[src/rtl/encode83_seq_if.sv]
// Handshake bundle for encode83_seq: vector input side and beat output side.
// With ENCODE83_COUNT_EN defined the bundle also carries cnt, the captured vector's popcount.
interface encode83_seq_if;
    logic [7:0] Y;
    logic       in_valid;
    logic       in_ready;
    logic [2:0] A;
    logic       out_none;
    logic       out_last;
    logic       out_valid;
    logic       out_ready;
`ifdef ENCODE83_COUNT_EN
    logic [3:0] cnt;

    modport master (
        output Y, in_valid, out_ready,
        input  in_ready, A, out_none, out_last, out_valid, cnt
    );
    modport slave (
        input  Y, in_valid, out_ready,
        output in_ready, A, out_none, out_last, out_valid, cnt
    );
`else
    modport master (
        output Y, in_valid, out_ready,
        input  in_ready, A, out_none, out_last, out_valid
    );
    modport slave (
        input  Y, in_valid, out_ready,
        output in_ready, A, out_none, out_last, out_valid
    );
`endif
endinterface

[src/rtl/encode83_seq.sv]
// Sequential 8-to-3 encoder: captures a multi-hot vector and emits the index of each set bit, one beat each.
// Define ENCODE83_COUNT_EN to add cnt, the popcount of the captured vector, registered at capture.
module encode83_seq #(
    parameter bit HIGH_FIRST = 1'b1
) (
    input logic           clk,
    input logic           rst,
    encode83_seq_if.slave bus
);
    typedef enum logic {IDLE, SEND} state_t;

    state_t     state, state_nxt;
    logic [7:0] pend, pend_nxt;
    logic [2:0] idx;
    logic       at_most_one;

    // NOTE: sequential state uses <= so every flop samples pre-edge values; combinational blocks use =.
    always_ff @(posedge clk) begin
        if (rst) begin
            state <= IDLE;
            pend  <= '0;
        end else begin
            state <= state_nxt;
            pend  <= pend_nxt;
        end
    end

    // Last match in scan order wins, so the scan runs from lowest to highest priority.
    always_comb begin
        idx = '0;
        if (HIGH_FIRST) begin
            for (int i = 0; i < 8; i++)
                if (pend[i]) idx = 3'(i);
        end else begin
            for (int i = 7; i >= 0; i--)
                if (pend[i]) idx = 3'(i);
        end
    end

    assign at_most_one = ((pend & (pend - 8'd1)) == 8'd0);

    always_comb begin
        // NOTE: defaults assigned first so no path through the case can infer a latch.
        state_nxt = state;
        pend_nxt  = pend;
        case (state)
            IDLE: begin
                if (bus.in_valid) begin
                    pend_nxt  = bus.Y;
                    state_nxt = SEND;
                end
            end
            SEND: begin
                if (bus.out_ready) begin
                    pend_nxt = pend & ~(8'd1 << idx);
                    if (at_most_one) state_nxt = IDLE;
                end
            end
            default: state_nxt = IDLE;
        endcase
    end

    assign bus.in_ready  = (state == IDLE);
    assign bus.out_valid = (state == SEND);
    assign bus.A         = (state == SEND) ? idx : 3'd0;
    assign bus.out_none  = (state == SEND) && (pend == 8'd0);
    assign bus.out_last  = (state == SEND) && at_most_one;

`ifdef ENCODE83_COUNT_EN
    logic [3:0] cnt_q;
    logic [3:0] pop_y;

    always_comb begin
        pop_y = '0;
        for (int i = 0; i < 8; i++)
            pop_y = pop_y + 4'(bus.Y[i]);
    end

    // Held through IDLE; only a new capture replaces it.
    always_ff @(posedge clk) begin
        if (rst)
            cnt_q <= '0;
        else if (state == IDLE && bus.in_valid)
            cnt_q <= pop_y;
    end

    assign bus.cnt = cnt_q;
`else
    // Without the count option there is no popcount state at all.
`endif
endmodule

[src/flat_wrapper.sv]
// flat-port wrapper written by rule: the top's interface ports become plain ports
module encode83_seq_flat 
#(
    parameter bit HIGH_FIRST = 1'b1
)
  (clk, rst, bus_Y, bus_in_valid, bus_out_ready, bus_in_ready, bus_A, bus_out_none, bus_out_last, bus_out_valid);
  encode83_seq_if bus_i ();
  input logic clk;
  input logic rst;
  input wire logic [$bits(bus_i.Y)-1:0] bus_Y;
  input wire logic [$bits(bus_i.in_valid)-1:0] bus_in_valid;
  input wire logic [$bits(bus_i.out_ready)-1:0] bus_out_ready;
  output wire logic [$bits(bus_i.in_ready)-1:0] bus_in_ready;
  output wire logic [$bits(bus_i.A)-1:0] bus_A;
  output wire logic [$bits(bus_i.out_none)-1:0] bus_out_none;
  output wire logic [$bits(bus_i.out_last)-1:0] bus_out_last;
  output wire logic [$bits(bus_i.out_valid)-1:0] bus_out_valid;
  assign bus_i.Y = bus_Y;
  assign bus_i.in_valid = bus_in_valid;
  assign bus_i.out_ready = bus_out_ready;
  assign bus_in_ready = bus_i.in_ready;
  assign bus_A = bus_i.A;
  assign bus_out_none = bus_i.out_none;
  assign bus_out_last = bus_i.out_last;
  assign bus_out_valid = bus_i.out_valid;
  encode83_seq #(.HIGH_FIRST(HIGH_FIRST)) u_core (.clk(clk), .rst(rst), .bus(bus_i));
endmodule
[config.mk]
export PLATFORM = sky130hd
export DESIGN_NAME = encode83_seq_flat
export DESIGN_NICKNAME = d
export VERILOG_FILES = /design/src/rtl/encode83_seq_if.sv /design/src/rtl/encode83_seq.sv /design/src/flat_wrapper.sv
export SDC_FILE = /design/constraint.sdc
export NUM_CORES = 1
export LEC_CHECK = 0
export CAP_MARGIN = 0
export CORE_AREA = 3 3 40 42
export CTS_BUF_LIST = sky130_fd_sc_hd__clkbuf_16
export DETAILED_ROUTE_END_ITERATION = 8
export DIE_AREA = 0 0 43 45
export HOLD_SLACK_MARGIN = 0.06
export PLACE_DENSITY_LB_ADDON = 0.25
export SLEW_MARGIN = 20
export SYNTH_ARGS = -nofsm -noshare
export SYNTH_HDL_FRONTEND = slang
export SYNTH_SLANG_ARGS = --single-unit
[constraint.sdc]
create_clock -name clk -period 1.7 [get_ports clk]
set_input_delay 0.17 -clock clk [delete_from_list [all_inputs] [get_ports clk]]
set_output_delay 0.17 -clock clk [all_outputs]
set_load 0.1 [all_outputs]
==> reports/summary.txt, run 1 <==
CTS clock-pin slew for the worst setup and hold paths - 40 ps
Hold Path End - u_core.pend[5]
Tcrit/Tclk final - 116%
Final Max Slew Viols - 0
Power per Cell Area - 1010 nW/µm²
Main combinational cell family by area after synthesis - compound AO/OA/AOI/OAI gates
Slowest cell on crit path - or4_4
Hold Crit Depth - 3
Die Y - 45 µm
Area delta synth->final - 101%
Status - finished, violations left
Distinct cells, synth - 24
Area occupied by multi-input gates - 432 µm²
Dpl hpwl - 1280 µm
Routed Antenna Nets - 0
Die area - 1940 µm²
Buffers on Ports - 18
CTS tree - done
CTS Sinks - 9
Syn Std Cell Area - 542 µm²
Starting density of the core - 42.2%
Core area - 1280 µm²
Share of layout cells above drive strength 1 - 40.4%
Relative slew margins - 75.9%
Reg-to-reg slack, setup - 120 ps
Overall die width - 43 µm
Yosys Warn Count - 0
Routed wire per std cell - 18.1 µm
Failing checks - setup timing
Final worst path period need - 1970 ps
H-tree depth - 1
CTS Hold Buffers Added - 0
Final setup TNS - -505 ps
CP startpoint kind - register
#FFs+latches synth - 9
R2R cell count - 4
Clock Latency Late Sink - 240 ps
Clk root buf - clkbuf_16
Initial DRC count - 13
CTS Buf Count - 3
Vias in the first global route - 710
RSZ-0062 raised after global routing - yes
XOR/XNOR Fraction of Synth Area - 0%
Final-report setup violation count - 3
Routed WL - 2160 µm
Synthesized instance count - 73
Crit path from - u_core.pend[2]
Synth Area per Inst - 7.42 µm²
Overall power - 1.10 mW
GR Util All Layers - 23.3%
Rows - 13
# nets final - 117
Max VDD drop - 778 µV
First drt pass iteration count - 4
Part of the Yosys area used for sequential elements - 33.3%
First-pass GRT wire length - 3220 µm
Fmax - 508 MHz
Worst Min Path Start - bus_Y[5]
Crit. End Element - output pin
Post-synthesis mux area share - 3.70%
Worst R2R End - u_core.bus.out_valid
Fillcell total - 67
Initial antenna violation count - 0
Mapped Nets - 85
Post-Route Utilization - 84.9%
Largest net degree at the start of global routing - 11
Vias per cell - 6.15
FF+latch area - 188 µm²
Synth Area in Compound Gates - 35.6%
Worst r2r src - u_core.pend[2]
Grt ovf - 0
GPL Wtd Cong - 0.908
Clock Path Buffers - 2
Worst slew pin tran - 360 ps
Hold/Removal Path Class - primary input to register
ANT cells - 0
Worst path cell trace - or4_4 -> a21oi_2 -> nor2_2 -> nor3_4 -> buf_12
Fin worst setup slack - -269 ps
Number of max-cap violations - 0
DR vias - 732
Post-Route Skew - 2.56 ps
Pre-CTS setup slack - -29.7 ps
Ports - 19
CP Data Required Time - 1530 ps
Top fanout value on the critical path - 3
DRC - 0
Total leakage power - 0.402 nW
WS Path Type - register to output pin
Simple-gate area share of the yosys netlist - 20.6%
Arr. time, crit path - 1800 ps
Final Hold Violating Endpoints - 0
Slowest Stage Delay on Critical Path - 570 ps
Adder-cell area share of the yosys netlist - 1.85%
==> flip-flops by register name, indices dropped and copies added, names as in the netlist <==
register / cells
u_core.bus.out_valid: 1
u_core.pend: 8
==> cells in the mapped netlist <==
master / n / area, µm²
a211oi_1: 4 / 30.0
a21oi_1: 11 / 55.1
a311oi_1: 4 / 35.0
buf_1: 1 / 3.75
buf_2: 1 / 5.00
clkbuf_1: 1 / 3.75
dfxtp_1: 9 / 180
inv_1: 3 / 11.3
inv_2: 1 / 3.75
maj3_1: 1 / 10.0
mux2i_1: 2 / 20.0
nand2_1: 6 / 22.5
nor2_1: 10 / 37.5
nor2b_1: 1 / 6.26
nor3_1: 1 / 5.00
nor3_2: 1 / 10.0
nor4_1: 2 / 12.5
o211ai_1: 1 / 7.51
o21a_1: 1 / 7.51
o21ai_0: 8 / 40.0
o311ai_0: 1 / 8.76
o31a_1: 1 / 8.76
or3_1: 1 / 6.26
or4_4: 1 / 11.3
==> per-stage QoR <==
step | hold slack, ps | cell area, µm² | cells
3_5_place_dp | 543 | 931 | 110
6_report | 488 | 1090 | 119
4_1_cts | 490 | 1030 | 115
3_3_place_gp | 535 | 931 | 110
2_1_floorplan | 306 | 623 | 73
5_1_grt | 510 | 1090 | 119
==> layout by cell type, fill, tap and decap left out, types with 2 or more instances in the layout <==
cell type	n
buf_4	11
buf_12	7
a21oi_2	2
nor2_1	8
o21ai_0	7
nand2_1	6
dfxtp_2	3
dfxtp_1	5
a21oi_1	7
clkdlybuf4s50_1	11
nor3_4	2
mux2i_1	2
clkbuf_16	3
a211oi_1	3
inv_1	3
a21oi_4	2
a311oi_1	4
==> critical path: cells and delay by family, from the launching register on <==
kind / cells / cell delay, ps
and+or+nand+nor: 3 / 850
buffers and inverters: 1 / 200
DFF: 1 / 320
AOI/OAI and AO/OA: 1 / 200
==> how the worst max path moves through the flow <==
| stage | to | slack [ps] | depth (start not counted) |
|---|---|---|---|
| finish | bus_out_last | -270 | 5 |
| global route | bus_out_last | -320 | 5 |
| CTS | bus_out_last | -230 | 5 |
| detailed placement | bus_out_last | -30 | 5 |
| global placement | bus_out_last | 30 | 5 |
| floorplan | bus_out_none | -440 | 2 |
==> logic make-up (layout without fill, tap and decap cells) <==
logic type                 Yosys count  in the layout
AOI/OAI and AO/OA                   31             31
and+or+nand+nor                     23             23
DFF                                  9              9
buffers and inverters                7             38
muxes                                2              2
adders and majority gates            1              1
==> power by group <==
group	internal, mW	leakage, nW	switching (mW)	total (mW)
Combinational	0.178	0.284	0.256	0.434
Sequential	0.228	0.0757	0.0259	0.254
Clock	0.307	0.0423	0.104	0.412
Total	0.714	0.402	0.386	1.10
==> final cells by class <==
type	count	area share (%)
multi-input cells	57	39.6
clock buffers	3	6.88
repair buffers	30	31.5
inverters	4	2.75
well taps	15	1.72
clock inverters	1	0.344
flip-flops and latches	9	17.2
==> layer usage <==
metal / wire length (µm) / part of all wire (%) / track usage [%] / up-vias
li1: - / - / - / 341
met1: 882 / 41 / 26.4 / 350
met2: 1090 / 50 / 39.8 / 33
met3: 111 / 5.1 / 5.98 / 8
met4: 79 / 3.7 / 13.3 / 0
met5: 0 / 0 / 0 / -
==> repair_timing <==
action                                  CTS  global route
setup buffers                             1             4
resized for setup                         4             9
endpoints found under the setup margin    4             6
pin swaps                                 7             4
Note: power is estimated with default switching activity, not from simulation.
==> run 2: changes to the inputs <==
- CORE_AREA: 3 3 40 42 -> 8 8 45 47
- CTS_CLUSTER_SIZE: not set -> 10
- DIE_AREA: 0 0 43 45 -> 0 0 53 55
==> run 2 against run 1 <==
Compared with the run above: the run still ends with setup timing left; final cell count down 1.7%; count of clock-buffer cells in the layout unchanged; hold slack better by 2.3 ps; via count down 9.3%; combinational power down 4%; critical path depth unchanged; non-clock buffer count down 3; register-to-register slack better by 40 ps; critical path type unchanged; largest cell class unchanged.
==> reports/summary.txt, run 2 (same netlist as run 1, synthesis figures left out) <==
ANT cells - 0 (unchanged)
Dpl hpwl - 1370 µm (+7.1%)
Arr. time, crit path - 1750 ps (-50 ps)
Worst path cell trace - or4_4 -> nor3_4 -> nor2_2 -> nor3_4 -> buf_12
Rows - 14 (+1)
Fillcell total - 93 (+39%)
Die area - 2920 µm² (+51%)
CTS Buf Count - 3 (unchanged)
Failing checks - setup timing
Final Max Slew Viols - 0 (unchanged)
Routed wire per std cell - 16.5 µm (-9.0%)
Overall die width - 53 µm (+23%)
Max VDD drop - 960 µV (+23%)
Slowest Stage Delay on Critical Path - 580 ps (about the same)
Final-report setup violation count - 3 (unchanged)
Core area - 1380 µm² (+7.7%)
Buffers on Ports - 18 (unchanged)
Power per Cell Area - 1000 nW/µm² (-0.52%)
Final worst path period need - 1920 ps (-50.3 ps)
Number of max-cap violations - 0 (unchanged)
Buf/Inv on CP - 1 (unchanged)
Commonest non-fill, non-tap cell in the layout - clkdlybuf4s50_1
Final Hold Violating Endpoints - 0 (unchanged)
Fmax - 521 MHz (+2.6%)
Total leakage power - 0.388 nW (-3.4%)
DR vias - 664 (-9.3%)
Routed WL - 1930 µm (-11%)
Vias in the first global route - 670 (-5.6%)
Relative slew margins - 71.5% (-4.4 points)
DRC - 0 (unchanged)
# nets final - 114 (-2.6%)
Routed Antenna Nets - 0 (unchanged)
Initial antenna violation count - 0 (unchanged)
Fin worst setup slack - -219 ps (+50.3 ps)
Most frequent cells in the layout - clkdlybuf4s50_1 (11), nor2_1 (8), o21ai_0 (8), buf_4 (8)
RSZ-0062 raised after global routing - yes
First drt pass iteration count - 4 (unchanged)
Most used cell, CP - nor3_4
Initial DRC count - 28 (+15)
CTS Sinks - 9 (unchanged)
Largest register FFs - 8 (unchanged)
H-tree depth - 1 (unchanged)
CTS clock-pin slew for the worst setup and hold paths - 40 ps (about the same)
Area delta synth->final - 97.7%
First-pass GRT wire length - 3090 µm (-4.1%)
Fin cells - 117 (-1.7%)
Die Y - 55 µm (+22%)
Tcrit/Tclk final - 113% (-3.0 points)
Crit. End Element - output pin
CP startpoint kind - register
Vias per cell - 5.68 (-7.7%)
GPL Wtd Cong - 0.834 (-8.1%)
Top fanout value on the critical path - 3 (unchanged)
Most flops, register - u_core.pend
Top cell family by delay on the critical path - simple AND/OR/NAND/NOR gates
Starting density of the core - 39.2% (-3.0 points)
Status - finished, violations left
Slowest cell on crit path - or4_4
WS Path Type - register to output pin
Largest net degree at the start of global routing - 11 (unchanged)
Grt ovf - 0 (unchanged)
Clock Path Buffers - 2 (unchanged)
Ports - 19 (unchanged)
CTS tree - done
Share of layout cells above drive strength 1 - 37.6% (-2.8 points)
CP Data Required Time - 1530 ps (about the same)
Post-Route Utilization - 77.4% (-7.5 points)
Hold/Removal Path Class - primary input to register
Clock Latency Late Sink - 230 ps (about the same)
Worst slew pin tran - 425 ps (+65.2 ps)
GR Util All Layers - 14.0% (-9.3 points)
Dpl cells - 111 (+0.91%)
Post-Route Skew - 0.377 ps (-2.18 ps)
Clk root buf - clkbuf_16
## run 2: repair_timing
item / CTS / global route
buffers inserted: 2 / 0
endpoints found under the setup margin: 4 / 4
pin swaps: 7 / 2
hold buffers: 0 / 0
gates cloned: 0 / 0
gates resized for setup: 4 / 8
## run 2: worst paths after layout
path	slack, ps	from	to	cells after the start
max	-220	u_core.pend[0]	bus_out_last	5
min	490	bus_Y[5]	u_core.pend[5]	3
max reg2reg	160	u_core.pend[5]	u_core.pend[1]	4
min reg2reg	610	u_core.pend[7]	u_core.pend[7]	2
## run 2: per-stage QoR
stage          instance area [µm²]  worst slack, ps  TNS (ps)  total power [mW]  hold WS (ps)
2_1_floorplan                  623             -442      -851             0.495           306
3_3_place_gp                   932             26.9         0             0.629           535
3_5_place_dp                   932            -6.24     -6.24             0.637           539
4_1_cts                       1040             -224      -519              1.06           489
5_1_grt                       1070             -274      -539              1.11           512
6_report                      1070             -219      -408              1.07           490
## run 2: area by class of cell
class,instances,area (µm²),share of cell area (%)
Clock buffer,3,75.1,7.01
Clock inverter,1,3.75,0.350
Inverter,4,30.0,2.80
Tap cell,16,20.0,1.87
Timing Repair Buffer,27,322,30.0
Multi-Input combinational cell,57,433,40.4
Sequential cell,9,188,17.5
## run 2: per-layer routing
layer  global-route usage [%]  part of all wire (%)
met5                        0                     0
met1                     16.2                    43
met3                     4.81                   5.4
met4                     4.74                  0.26
met2                     23.6                    51
## run 2: where the power goes
group	internal, mW	total [mW]	switching (mW)
sequential	0.228	0.253	0.0256
combinational	0.171	0.417	0.246
clock	0.307	0.404	0.0970
## run 2: worst reg2reg max path: stages (launching register included)
cell and delay [ps]:
dfxtp_1 380, or3_4 470, buf_4 160, nor4_1 260, a311oi_1 140
==> run 3: changes to the inputs <==
--- a/config.mk
+++ b/config.mk
@@ -12,4 +12,5 @@
 export DETAILED_ROUTE_END_ITERATION = 8
 export DIE_AREA = 0 0 53 55
+export GPL_TIMING_DRIVEN = 0
 export HOLD_SLACK_MARGIN = 0.06
 export PLACE_DENSITY_LB_ADDON = 0.25
==> constraint.sdc (replaced) <==
create_clock -name clk -period 1.7 [get_ports clk]
set_input_delay 0.34 -clock clk [delete_from_list [all_inputs] [get_ports clk]]
set_output_delay 0.34 -clock clk [all_outputs]
set_load 0.1 [all_outputs]
==> run 3 against run 2 <==
Compared with the run above: the run still ends with setup timing left; fmax fell by 8.1%; combinational power down 9.1%; total power decreased by 2.7%; flip-flop and latch count unchanged; clock power up 1%; cell area decreased by 5.1%; first-iteration DRC count shrank 64%; wire length fell by 4.5%; core utilization decreased by 4.0 points; die area is the same; critical path type unchanged; largest power group is now the clock network.
==> reports/summary.txt, run 3 (same netlist as run 1, synthesis figures left out) <==
Ports - 19 (unchanged)
Most frequent cells in the layout - clkdlybuf4s50_1 (10), nor2_1 (7), o21ai_0 (7), a21oi_1 (7)
Power per Cell Area - 1030 nW/µm² (+2.6%)
Starting density of the core - 39.2% (unchanged)
Fin worst setup slack - -389 ps (-170 ps)
Clock Path Buffers - 2 (unchanged)
First drt pass iteration count - 4 (unchanged)
Core area - 1380 µm² (unchanged)
Routed wire per std cell - 15.9 µm (-3.7%)
Status - finished, violations left
Met2 Usage GRT - 25.0% (+1.4 points)
CTS tree - done
Cell-internal power - 0.681 mW (-3.5%)
Fin cells - 116 (-0.85%)
Buffers on Ports - 17 (-1)
Post-Route Skew - 0.438 ps (+0.0610 ps)
Worst slew pin tran - 548 ps (+123 ps)
Sw power - 0.365 mW (-1.1%)
Max VDD drop - 736 µV (-23%)
M1 GR Usage - 14.9% (-1.3 points)
ANT cells - 0 (unchanged)
Slowest Stage Delay on Critical Path - 560 ps (-20 ps)
WS Path Type - register to output pin
# nets final - 113 (-0.88%)
CTS Buf Count - 3 (unchanged)
Largest register FFs - 8 (unchanged)
Fmax - 479 MHz (-8.1%)
Tcrit/Tclk final - 123% (+10 points)
Rows - 14 (unchanged)
CP startpoint kind - register
Largest net degree at the start of global routing - 11 (unchanged)
Failing checks - setup timing
DR vias - 671 (+1.1%)
H-tree depth - 1 (unchanged)
CTS Sinks - 9 (unchanged)
Commonest non-fill, non-tap cell in the layout - clkdlybuf4s50_1
Met3 Resource Use GR - 6.15% (+1.3 points)
Buf/Inv on CP - 1 (unchanged)
Relative slew margins - 63.6% (-7.9 points)
Overall die width - 53 µm (unchanged)
Grt ovf - 0 (unchanged)
Final setup TNS - -1100 ps (-689 ps)
Worst r2r src - u_core.pend[2]
Final-report setup violation count - 4 (+1)
GR Util All Layers - 14.4% (+0.37 points)
Most flops, register - u_core.pend
Hold/Removal Path Class - primary input to register
Final worst path period need - 2090 ps (+170 ps)
Gate power share - 36.2% (-2.6 points)
Vias per cell - 5.78 (+1.9%)
Crit path from - u_core.pend[2]
Top cell family by delay on the critical path - simple AND/OR/NAND/NOR gates
Initial antenna violation count - 0 (unchanged)
Total leakage power - 0.364 nW (-6.1%)
Worst path cell trace - or4_4 -> nor3_2 -> nor2_2 -> nor3_4 -> buf_12
Worst Min Path Start - rst
Slowest cell on crit path - or4_4
Dpl hpwl - 1200 µm (-13%)
Crit. End Element - output pin
Die Y - 55 µm (unchanged)
Clk root buf - clkbuf_16
Routed WL - 1840 µm (-4.5%)
Clock Latency Late Sink - 230 ps (about the same)
CTS clock-pin slew for the worst setup and hold paths - 40 ps (about the same)
Fillcell total - 103 (+11%)
Clock group share of total power - 39.2% (+1.6 points)
Vias in the first global route - 706 (+5.4%)
Number of max-cap violations - 0 (unchanged)
Sequential cell fraction of total power - 24.5% (+0.9 points)
Routed Antenna Nets - 0 (unchanged)
Final Max Slew Viols - 0 (unchanged)
Die area - 2920 µm² (unchanged)
Pre-CTS setup slack - -1110 ps (-1100 ps)
Arr. time, crit path - 1750 ps (about the same)
Final hold slack - 486 ps (-4.01 ps)
RSZ-0062 raised after global routing - yes
Dpl cells - 106 (-4.5%)
First-pass GRT wire length - 3130 µm (+1.1%)
CTS Hold Buffers Added - 0 (unchanged)
Switching share of power - 34.9% (+0.55 points)
DRC - 0 (unchanged)
Most Crowded Layer GR - met2
CP Data Required Time - 1360 ps (-170 ps)
Final Hold Violating Endpoints - 0 (unchanged)
Initial DRC count - 10 (-64%)
GPL Wtd Cong - 0.762 (-8.7%)
Area delta synth->final - 87.5%
Share of layout cells above drive strength 1 - 40.0% (+2.4 points)
Top fanout value on the critical path - 3 (unchanged)
-- run 3: changes by cell type in the layout (fill, tap and decap cells not counted), sizes merged --
cell,delta
clkdlybuf4s15,+2
buf,-2
clkdlybuf4s50,-1
-- run 3: layout make-up --
cell class | instances | area, µm² | share of cell area (%)
Sequential cell | 9 | 191 | 18.8
Clock buffer | 3 | 75.1 | 7.39
Multi-Input combinational cell | 57 | 425 | 41.9
Timing Repair Buffer | 24 | 262 | 25.7
Buffer | 2 | 8.76 | 0.862
Clock inverter | 1 | 3.75 | 0.369
Tap cell | 16 | 20.0 | 1.97
Inverter | 4 | 30.0 | 2.96
-- run 3: path summary, 6_finish.rpt --
path	to	slack, ps	cells past startpoint
max	bus_out_last	-390	5
min	u_core.pend[6]	490	2
max reg2reg	u_core.bus.out_valid	180	4
min reg2reg	u_core.pend[7]	580	2
-- run 3: power by group through the flow --
stage,Clock (mW),Combinational (mW),Sequential (mW)
3_5_place_dp,0,0.321,0.254
2_1_floorplan,0,0.230,0.264
3_3_place_gp,0,0.317,0.253
4_1_cts,0.412,0.373,0.255
6_report,0.410,0.379,0.256
5_1_grt,0.427,0.399,0.259
-- run 3: what timing repair did --
action | 4_1_cts | 5_1_grt
pin swaps | 8 | 2
endpoints found under the setup margin | 7 | 5
setup buffers | 7 | 0
resized for setup | 61 | 1
-- run 3: metrics by stage --
stage / instance area [µm²] / util (%) / total power [mW]
floorplan: 623 / - / 0.495
global placement: 813 / 58.8 / 0.571
detailed placement: 813 / 58.8 / 0.575
CTS: 1010 / 73.2 / 1.04
global route: 1020 / 73.4 / 1.08
finish: 1020 / 73.4 / 1.05
-- run 3: per-layer routing --
metal,vias to the layer above,share of wire [%]
li1,329,-
met1,318,40
met2,22,53
met3,2,6.3
met4,0,0.54
met5,-,0
